### src/rtl/program_loader.sv
// Framed byte-stream boot loader: header, length, payload (and optional
// XOR checksum when LOADER_CHECKSUM_EN is defined) written into CPU memory.
module program_loader #(
  parameter int unsigned ADDR_W  = 5,
  parameter int unsigned DATA_W  = 8,
  parameter int unsigned TIMEOUT = 255
) (
  input  logic              clock,
  input  logic              reset,
  input  logic              start,
  input  logic [DATA_W-1:0] byte_in,
  input  logic              byte_valid,
  output logic              byte_ready,
  output logic              mem_we,
  output logic [ADDR_W-1:0] mem_addr,
  output logic [DATA_W-1:0] mem_wdata,
  output logic              cpu_load,
  output logic              done,
  output logic [1:0]        err_code,
  output logic [ADDR_W:0]   load_count
);

  localparam int unsigned IDLE_W  = (TIMEOUT > 1) ? $clog2(TIMEOUT + 1) : 1;
  localparam int unsigned TO_LAST = (TIMEOUT > 0) ? TIMEOUT - 1 : 0;
  localparam logic [IDLE_W-1:0] IDLE_LAST = IDLE_W'(TO_LAST);

  typedef enum logic [2:0] {
    IDLE,
    HDR,
    LEN,
    DATA,
`ifdef LOADER_CHECKSUM_EN
    CSUM,
`endif
    DONE,
    ERR
  } state_t;

  state_t              state_q, state_d;
  logic [ADDR_W-1:0]   base_q;
  logic [ADDR_W:0]     len_q;
  logic [ADDR_W:0]     cnt_q;
  logic [IDLE_W-1:0]   idle_q;
  logic [1:0]          err_d;
  logic                xfer;
  logic                len_bad;
  logic                last_byte;
  logic                timeout_hit;
  logic                restart;
  logic [31:0]         n_ext;
`ifdef LOADER_CHECKSUM_EN
  logic [DATA_W-1:0]   csum_q;
`endif

  always_comb begin
    state_d    = state_q;
    err_d      = err_code;
    byte_ready = 1'b0;
    restart    = 1'b0;
    n_ext      = 32'(byte_in);
    len_bad    = (n_ext == 32'd0) || (n_ext > (32'd1 << ADDR_W));
    last_byte  = ((cnt_q + (ADDR_W + 1)'(1)) == len_q);

    case (state_q)
      HDR, LEN, DATA: byte_ready = 1'b1;
`ifdef LOADER_CHECKSUM_EN
      CSUM:           byte_ready = 1'b1;
`endif
      default:        byte_ready = 1'b0;
    endcase

    xfer        = byte_ready && byte_valid;
    timeout_hit = (TIMEOUT != 0) && byte_ready && !byte_valid && (idle_q == IDLE_LAST);

    case (state_q)
      IDLE, DONE, ERR: begin
        if (start) begin
          state_d = HDR;
          err_d   = 2'b00;
          restart = 1'b1;
        end
      end
      HDR: if (xfer) state_d = LEN;
      LEN: begin
        if (xfer) begin
          if (len_bad) begin
            state_d = ERR;
            err_d   = 2'b01;
          end else begin
            state_d = DATA;
          end
        end
      end
      DATA: begin
        if (xfer && last_byte) begin
`ifdef LOADER_CHECKSUM_EN
          state_d = CSUM;
`else
          state_d = DONE;
`endif
        end
      end
`ifdef LOADER_CHECKSUM_EN
      CSUM: begin
        if (xfer) begin
          if (byte_in == csum_q) begin
            state_d = DONE;
          end else begin
            state_d = ERR;
            err_d   = 2'b10;
          end
        end
      end
`endif
      default: state_d = IDLE;
    endcase

    // a stall can only expire while no byte is moving, so it never races a transition
    if (timeout_hit) begin
      state_d = ERR;
      err_d   = 2'b11;
    end

    done     = (state_q == DONE);
    cpu_load = (state_q != DONE);
  end

  always_ff @(posedge clock) begin
    if (!reset) begin
      state_q    <= IDLE;
      base_q     <= '0;
      len_q      <= '0;
      cnt_q      <= '0;
      idle_q     <= '0;
      mem_we     <= 1'b0;
      mem_addr   <= '0;
      mem_wdata  <= '0;
      err_code   <= 2'b00;
      load_count <= '0;
`ifdef LOADER_CHECKSUM_EN
      csum_q     <= '0;
`endif
    end else begin
      state_q  <= state_d;
      err_code <= err_d;
      mem_we   <= 1'b0;

      if (!byte_ready || xfer) idle_q <= '0;
      else                     idle_q <= idle_q + IDLE_W'(1);

      if (restart) begin
        cnt_q      <= '0;
        load_count <= '0;
`ifdef LOADER_CHECKSUM_EN
        csum_q     <= '0;
`endif
      end

      if (xfer) begin
        case (state_q)
          HDR: base_q <= byte_in[ADDR_W-1:0];
          LEN: len_q  <= byte_in[ADDR_W:0];
          DATA: begin
            mem_we     <= 1'b1;
            mem_addr   <= base_q + cnt_q[ADDR_W-1:0];
            mem_wdata  <= byte_in;
            cnt_q      <= cnt_q + (ADDR_W + 1)'(1);
            load_count <= cnt_q + (ADDR_W + 1)'(1);
`ifdef LOADER_CHECKSUM_EN
            csum_q     <= csum_q ^ byte_in;
`endif
          end
          default: ;
        endcase
      end
    end
  end

endmodule
### config.mk
export PLATFORM = sky130hd
export DESIGN_NAME = program_loader
export DESIGN_NICKNAME = d
export VERILOG_FILES = /design/src/rtl/program_loader.sv
export SDC_FILE = /design/constraint.sdc
export NUM_CORES = 1
export LEC_CHECK = 0
export ABC_CLOCK_PERIOD_IN_PS = 3600
export BUFFER_PORTS_ARGS = -buffer_cell sky130_fd_sc_hd__buf_2
export CAP_MARGIN = 30
export CORE_MARGIN = 1
export CORE_UTILIZATION = 60
export DETAILED_ROUTE_END_ITERATION = 16
export PLACE_DENSITY = 0.87
export SETUP_SLACK_MARGIN = 0.4
export SYNTH_ARGS = -nofsm -noshare
export SYNTH_HDL_FRONTEND = slang
export SYNTH_SLANG_ARGS = --single-unit
### constraint.sdc
create_clock -name clock -period 3.6 [get_ports clock]
set_input_delay 0.18 -clock clock [delete_from_list [all_inputs] [get_ports clock]]
set_output_delay 0.18 -clock clock [all_outputs]
set_load 0.01 [all_outputs]
### Yosys cells after proc, flatten, opt, wreduce, memory -nomap -nowiden

Index checks and enable logic that the tools add are counted.

| storage, ports and cells | value |
|---|---|
| word-level logic and storage cells | 77 |
| register bits after elaboration | 50 |
| output and inout bits | 25 |
| input bits | 12 |

| cells by class | value |
|---|---|
| $lt $le $gt $ge | 1 |
| equality and inequality tests | 17 |
| add/subtract/negate cells | 3 |
| reduce and logical (&&, ||, !) cells | 22 |
| bitwise operators | 1 |
| multiplexer cells | 22 |

Operators with widths:

| kind | number |
|---|---|
| 2-to-1 mux 6 bit | 6 |
| 2-to-1 mux 3 bit | 6 |
| inequality test 3 bit (second input constant) | 6 |
| case mux 3 bit (4 select lines) | 1 |
| AND reduction 4 bit | 3 |
| adder 8 x 1 -> 8 bit (second input constant) | 1 |
| == test 8 bit (second input constant) | 1 |
| > comparator 8 x 6 -> 1 bit (second input constant) | 1 |
| zero test 8 bit | 1 |
| 2-to-1 mux 2 bit | 4 |
| inequality test 2 bit (second input constant) | 4 |
| AND reduction 2 bit | 4 |
| adder 6 x 1 -> 6 bit (second input constant) | 1 |
| == test 3 x 2 -> 1 bit (second input constant) | 2 |
| == test 3 bit (second input constant) | 2 |
| == test 6 bit | 1 |
| OR reduction 3 bit | 2 |
| adder 5 bit | 1 |
| logical AND 1 bit | 4 |
| 2-to-1 mux 1 bit | 4 |
| case mux 2 bit (2 select lines) | 1 |
| OR reduction 2 bit | 2 |
| == test 3 x 1 -> 1 bit (second input constant) | 1 |
| zero test 3 bit | 1 |
| 4 further kinds | 6 |

### Longest topological paths before layout

Gate-level depths: netlist of run 1.

| logic depth | value |
|---|---|
| depth after elaboration | 8 |
| gate-level depth with buffers | 8 |
| mapped depth without buffers | 8 |

### Worst setup path after synthesis of run 1

OpenSTA, ideal clock, no wires.

| timing | value |
|---|---|
| path kind | flip-flop to flip-flop |
| start | register cnt_q[0] |
| end | register state_q[0] |
| stages on the path, launching flop included | 7 |
| required time | 3.480 ns |
| setup time | 0.120 ns |
| path buffers | 0 |
| setup slack | 1.893 ns |
| clock period less this slack | 1.707 ns |
| data arrival time | 1.588 ns |
| cells stage by stage | dfxtp_1 -> ha_1 -> xor2_1 -> xor2_1 -> nor4_1 -> a21oi_1 -> o31a_1 |

| between the ends | value |
|---|---|
| longest elaborated chain between the ends | 5 |

Ends and longest elaborated chain:

| what | line | RTL |
|---|---|---|
| from (decl) | 42 | `logic [ADDR_W:0] cnt_q;` |
| from (signal assigned) | 167 | `cnt_q <= cnt_q + (ADDR_W + 1)'(1);` |
| adder 6 x 1 -> 6 bit | 62 | `last_byte = ((cnt_q + (ADDR_W + 1)'(1)) == len_q);` |
| == test 6 bit | 62 |  |
| logical AND 1 bit | 95 | `if (xfer && last_byte) begin` |
| inequality test 3 bit (no line) | n/a |  |
| AND reduction 4 bit (no line) | n/a |  |
| to (signal assigned) | 144 | `state_q <= state_d;` |
| to (decl) | 39 | `state_t state_q, state_d;` |

Every way passes these cells.
A chain may end at the register's enable or synchronous reset.

### Worst setup path in the final report of run 1

| timing | value |
|---|---|
| start | register state_q[1] |
| end | register cnt_q[3] |

| between the ends | value |
|---|---|
| longest elaborated chain between the ends | 6 |
| elaborated cells on any way between the ends | 14 |
| classes of those cells | 5 x eq/ne; 5 x mux; 4 x reduce/logical |

Ends and longest elaborated chain:

| what | line | RTL |
|---|---|---|
| == test 3 bit / zero test 3 bit (equally long branches) | 75 | `case (state_q)` |
| OR reduction 3 bit | 75 |  |
| 2-to-1 mux 1 bit | 75 |  |
| 2-to-1 mux 6 bit | 151 | `if (restart) begin` |
| 2-to-1 mux 6 bit | 160 | `case (state_q)` |
| 2-to-1 mux 6 bit * | 159 | `if (xfer) begin` |

Mark *: on every way between the ends. The rest lies on a longest branch, timed or not.

==> results of run 1 <==
## cell usage after synthesis, drive strengths merged (2+ instances only)
| master | count |
|---|---|
| a211oi | 4 |
| a21o | 8 |
| a21oi | 25 |
| a22oi | 4 |
| a31oi | 2 |
| and3 | 2 |
| and4 | 2 |
| buf | 7 |
| clkbuf | 7 |
| dfxtp | 50 |
| ha | 7 |
| inv | 8 |
| mux2i | 10 |
| nand2 | 32 |
| nand2b | 2 |
| nand3 | 9 |
| nand4 | 2 |
| nor2 | 42 |
| nor2b | 2 |
| nor3 | 4 |
| o21ai | 3 |
| xnor2 | 15 |
| xor2 | 9 |
## per-layer routing
metal / vias up / routed length [um] / track usage / part of all wire
met5: - / 0 / 0 / 0
met4: 0 / 82 / 0.1168 / 0.017
met3: 7 / 215 / 0.04514 / 0.044
met2: 43 / 2370 / 0.4323 / 0.48
met1: 912 / 2269 / 0.3123 / 0.46
li1: 985 / - / - / -
## cell type report
class,instances,area [sq um]
clock buffers,6,72.57
clock inverters,2,37.54
fillers,299,1052
inverters,8,30.03
multi-input cells,200,1275
flip-flops and latches,50,1001
well taps,48,60.06
repair buffers,38,215.2
## critical path: cells and delay by family, from the launching register on
family	cells	cell delay [ns]
simple gates	4	1.46
flops	1	0.54
compound gates	1	0.07
## registers in the layout, summed over array words and instances, names as in the netlist
signal,flops
idle_q,8
err_code,2
len_q,6
mem_wdata,8
cnt_q,6
mem_addr,5
load_count,6
state_q,3
base_q,5
mem_we,1
## stage by stage
stage          cells    util
4_1_cts          352  0.7189
2_1_floorplan    272       -
3_3_place_gp     343  0.6822
6_report         352  0.7189
5_1_grt          352  0.7189
3_5_place_dp     344  0.6895
## how the worst min path moves through the flow
stage / from / endpoint / cells after the start
floorplan: reset / err_code[1] / 1
global placement: mem_addr[2] / mem_addr[2] / 2
detailed placement: mem_wdata[5] / mem_wdata[5] / 2
CTS: byte_in[7] / mem_wdata[7] / 3
global route: byte_in[7] / mem_wdata[7] / 3
finish: byte_in[7] / mem_wdata[7] / 3
## power by group through the flow
stage,Clock [W],Sequential (W),Combinational (W)
floorplan,0,0.000643,0.000363
global placement,0,0.000673,0.000378
detailed placement,0,0.000677,0.000389
CTS,0.000395,0.000664,0.000393
global route,0.000422,0.000672,0.000432
finish,0.000394,0.000665,0.000394
## cells by family (layout without fill, tap and decap cells)
family | Yosys count | in the layout | synth area share
multiplexers | 10 | 10 | 0.04186
buffers and inverters | 22 | 54 | 0.04814
flip-flops | 50 | 50 | 0.4186
AO/OA/AOI/OAI | 52 | 52 | 0.1413
AND/OR/NAND/NOR | 106 | 106 | 0.2172
adder cells (fa/ha/maj) | 8 | 8 | 0.04500
XOR/XNOR | 24 | 24 | 0.08792
==> metrics.yaml, run 1 <==
post-synth-top-area-fraction: 0.4186
drt-total-wl_um: 4938
initial_utilization: 0.6387
die_w_um: 65.13
slew_headroom: 0.3279
critPathCapture: "cnt_q[3]"
crit_type: "reg2reg"
first_global_vias: 1847
grt_first_pass_wirelength_um: 8286
drtIter0Drc: 124
synth_flop_cell: "dfxtp_1"
synth_warnings: 0
core-area_sq_um: 3744
synth_top_area_cell: "dfxtp_1"
dieArea_sq_um: 4241
yosysSeqAreaShare: 0.4186
min_path_type: "in2reg"
grt_use_total: 0.2545
synthesis.area_sq_um: 2391
synth_fp_nets: 292
die_h_um: 65.13
max_stage_delay_ns: 0.59
clockPowerShare: 0.271
p_leak_nw: 1.133
path_clk_slew_ns: 0.09
worst_slack_ns: 1.449
r2r-start: "state_q[1]"
rsz0062_at_grt: "no"
rrSetupSlack_ns: 1.45
gp_congestion: 0.8140
async_flop_share: 0
worst_pin_slew_ns: 1.004
critPathMaxFanout: 17
final_nets: 323
powerDensity_nw_per_um2: 539.5
ys_types: 51
peakVddDrop_uv: 322.3
final_cell_mix: "dfxtp_1 (50), nor2_1 (41), buf_2 (36)"
p_total_w: 0.001452
wire_per_inst_um: 14.03
final_cell_area_sq_um: 2691
cap_viol_max_count: 0
status: "completed"
port_buffers: 36
num_rows: 22
slowest_stage: "nand3_1"
place_area_sq_um: 2581
cts_buffers: 5
fmax_mhz: 464.8
skew_ns: 0.01135
r2r_end: "cnt_q[3]"
crit_path_cell_trace: "nor2b_1 > nand3_1 > nor3_1 > a21oi_1 > nor2_1"
r2r_cells: 5
fin_tns_setup_ns: 0
io_pins: 37
hold_viol: 0
ctsHtreeMaxLevel: 2
p_int_w: 0.0009759
clk_path_buf_depth: 2
antenna_found_initial: 0
finalCritPeriodShare: 0.5976
crit_start: "state_q[1]"
area_delta_synth_final_pct: 12.56
p_sw_w: 0.0004761
ys_ff_latch: 50
drc_errors: 0
synth_area_per_cell_sq_um: 8.791
sw_frac_of_total: 0.3279
post_cts_buffers: 0
slew_viol_final: 0
clockRootBuffer: "clkbuf_8"
crit_required_ns: 3.84
pre_cts_ws_ns: 1.486
critPathLaunchType: "flip-flop"
postCtsHoldBufs: 0
final_common_cell: "dfxtp_1"
cts.sinks: 50
crit_arrival_ns: 2.39
insertion_delay_ns: 0.31
overflow: 0
synth_cells: 272
drive_above_1_share: 0.1941
synth_edf_count: 0
firstDrtPassIters: 4
setup_violations: 0
grt_max_degree: 26
post_cts_resize_count: 0
finalCriticalPeriod_ns: 2.151
hpwl_um: 3576
p_comb_frac: 0.271
synthTopCellsByArea: "dfxtp_1 (42%), nor2_1 (6.4%), xnor2_1 (5.5%)"
diodes: 0
viasPerCell: 5.531
power_frac_seq: 0.458
tritoncts: "built"
drtAntennaViolNets: 0
cp-end-kind: "flip-flop"
vias: 1947
hold_ws_ns: 0.1172
No activity file was read; power rests on OpenSTA's default activity.
==> run 2, diff against run 1 <==
--- a/config.mk
+++ b/config.mk
@@ -5,13 +5,13 @@
 export SDC_FILE = /design/constraint.sdc
 export NUM_CORES = 1
 export LEC_CHECK = 0
-export ABC_CLOCK_PERIOD_IN_PS = 3600
+export ABC_CLOCK_PERIOD_IN_PS = 2100
 export BUFFER_PORTS_ARGS = -buffer_cell sky130_fd_sc_hd__buf_2
 export CAP_MARGIN = 30
 export CORE_MARGIN = 1
-export CORE_UTILIZATION = 60
+export CORE_UTILIZATION = 56
 export DETAILED_ROUTE_END_ITERATION = 16
-export PLACE_DENSITY = 0.87
+export PLACE_DENSITY = 0.82
 export SETUP_SLACK_MARGIN = 0.4
 export SYNTH_ARGS = -nofsm -noshare
 export SYNTH_HDL_FRONTEND = slang
==> constraint.sdc (replaced) <==
create_clock -name clock -period 2.1 [get_ports clock]
set_input_delay 0.105 -clock clock [delete_from_list [all_inputs] [get_ports clock]]
set_output_delay 0.105 -clock clock [all_outputs]
set_load 0.01 [all_outputs]
==> run 2 against run 1 <==
Effect of this change: setup slack got worse by 1.0 ns; wire length up 2.3%; clock-buffer cell count did not move; sequential share of layout area is 1.0 points lower; non-clock buffer count grew 6; via count fell by 0.72%; utilization is 2.9 points lower; sequential cell count unchanged; hold slack lost 0.075 ns; critical path depth is 1 higher; register-to-register slack worse by 1.0 ns; critical endpoint is now state_q[0]; largest power group unchanged.
==> metrics.yaml, run 2 (synthesis gave the netlist of run 1 again) <==
status: "completed"
final_cell_mix: "dfxtp_1 (45), nor2_1 (41), buf_2 (36)"
utilization: 0.6895
stdcell_count: 360
io_pins: 37
slowest_stage: "dfxtp_4"
drtIter0Drc: 175
rsz0062_at_grt: "yes"
final_common_cell: "dfxtp_1"
crit_type: "reg2reg"
first_global_vias: 1787
fmax_mhz: 591.1
finalCritPeriodShare: 0.8057
holdCritStartpoint: "byte_in[7]"
postCtsHoldBufs: 0
crit_arrival_ns: 1.89
clockRootBuffer: "clkbuf_8"
clk_path_buf_depth: 2
core-area_sq_um: 4058
drive_above_1_share: 0.2677
peakVddDrop_uv: 431.9
final_nets: 329
drc_errors: 0
cts_buffers: 5
fin_tns_setup_ns: 0
worst_pin_slew_ns: 0.3995
grt_max_degree: 39
antenna_found_initial: 0
rrSetupSlack_ns: 0.41
cp-end-kind: "flip-flop"
cts.sinks: 50
die_h_um: 67.35
crit_start: "cnt_q[0]"
skew_ns: 0.009502
ctsHtreeMaxLevel: 2
critPathMaxFanout: 6
diodes: 0
slew_headroom: 0.7337
gp_congestion: 0.8127
port_buffers: 36
p_leak_nw: 1.154
num_rows: 23
die_w_um: 67.35
hold_viol: 0
powerDensity_nw_per_um2: 898.8
critPathLaunchType: "flip-flop"
crit_path_cell_trace: "ha_4 > xnor2_2 > nand4_1 > nor4_4 > a21oi_1 > o31a_1"
area_delta_synth_final_pct: 17.01
firstDrtPassIters: 4
cap_viol_max_count: 0
drtAntennaViolNets: 0
initial_utilization: 0.5893
slew_viol_final: 0
drt-total-wl_um: 5051
finalCriticalPeriod_ns: 1.692
viasPerCell: 5.369
r2r-start: "cnt_q[0]"
wire_per_inst_um: 14.03
reg_top3: "idle_q: 8 flops, mem_wdata: 8 flops"
grt_first_pass_wirelength_um: 8066
hpwl_um: 3311
grt_use_total: 0.2385
max_stage_delay_ns: 0.38
overflow: 0
setup_violations: 0
min_path_type: "in2reg"
dieArea_sq_um: 4535
vias: 1933
insertion_delay_ns: 0.31
tritoncts: "built"
path_clk_slew_ns: 0.09
crit_required_ns: 2.30
place_inst: 350
==> run 2: cell count changes in the layout (fill, tap and decap cells not counted), sizes merged <==
cell	delta
inv	+1
buf	+6
bufinv	-1
==> run 2: metrics by stage <==
stage               setup WS [ns]  total power [W]  instance area [sq um]  hold WS [ns]
floorplan                  0.4068         0.001725                   2391        0.2225
global placement           0.2713         0.001852                   2594        0.3608
detailed placement         0.2103         0.001861                   2594        0.3677
CTS                        0.4147         0.002469                   2731       0.04300
global route               0.3156         0.002646                   2798       0.03834
finish                     0.4081         0.002515                   2798       0.04234
==> run 2: worst paths after layout <==
kind	endpoint	cells past startpoint
max	state_q[0]	6
min	mem_wdata[7]	3
max reg2reg	state_q[0]	6
min reg2reg	mem_wdata[7]	2
==> run 2: power breakdown <==
group | internal (W) | total, W | switching (W)
logic | 0.000345 | 0.000766 | 0.000421
registers | 0.00103 | 0.00114 | 0.000111
clock network | 0.000272 | 0.000610 | 0.000338
==> run 2: cell type report <==
type                       instances  area [sq um]
fill                             323          1260
multi-input combinational        200          1354
sequential                        50          1012
tap                               50         62.56
clock buffer                       6         82.58
timing repair buffer              44         240.2
clock inverter                     2         16.27
inverter                           8         30.03
==> run 2: critical path, delay by kind of cell (launching register included) <==
family / cells / cell delay, ns
adder cells (fa/ha/maj): 1 / 0.28
XOR/XNOR: 1 / 0.10
AND/OR/NAND/NOR: 2 / 0.49
AO/OA/AOI/OAI: 2 / 0.34
flip-flops: 1 / 0.38
==> run 2: repair_timing <==
item / CTS / global route
buffers inserted: 0 / 2
pin swaps: 1 / 4
gates resized for setup: 9 / 12
hold endpoints to repair: 0 / 0
setup endpoints to repair: 14 / 21
==> run 2: per-layer routing <==
layer / global-route usage / up-vias / wire length (um) / share of wire
li1: - / 990 / - / -
met1: 0.3187 / 892 / 2418 / 0.48
met2: 0.3663 / 45 / 2359 / 0.47
met3: 0.05236 / 6 / 197 / 0.039
met4: 0.1064 / 0 / 75 / 0.015
met5: 0 / - / 0 / 0
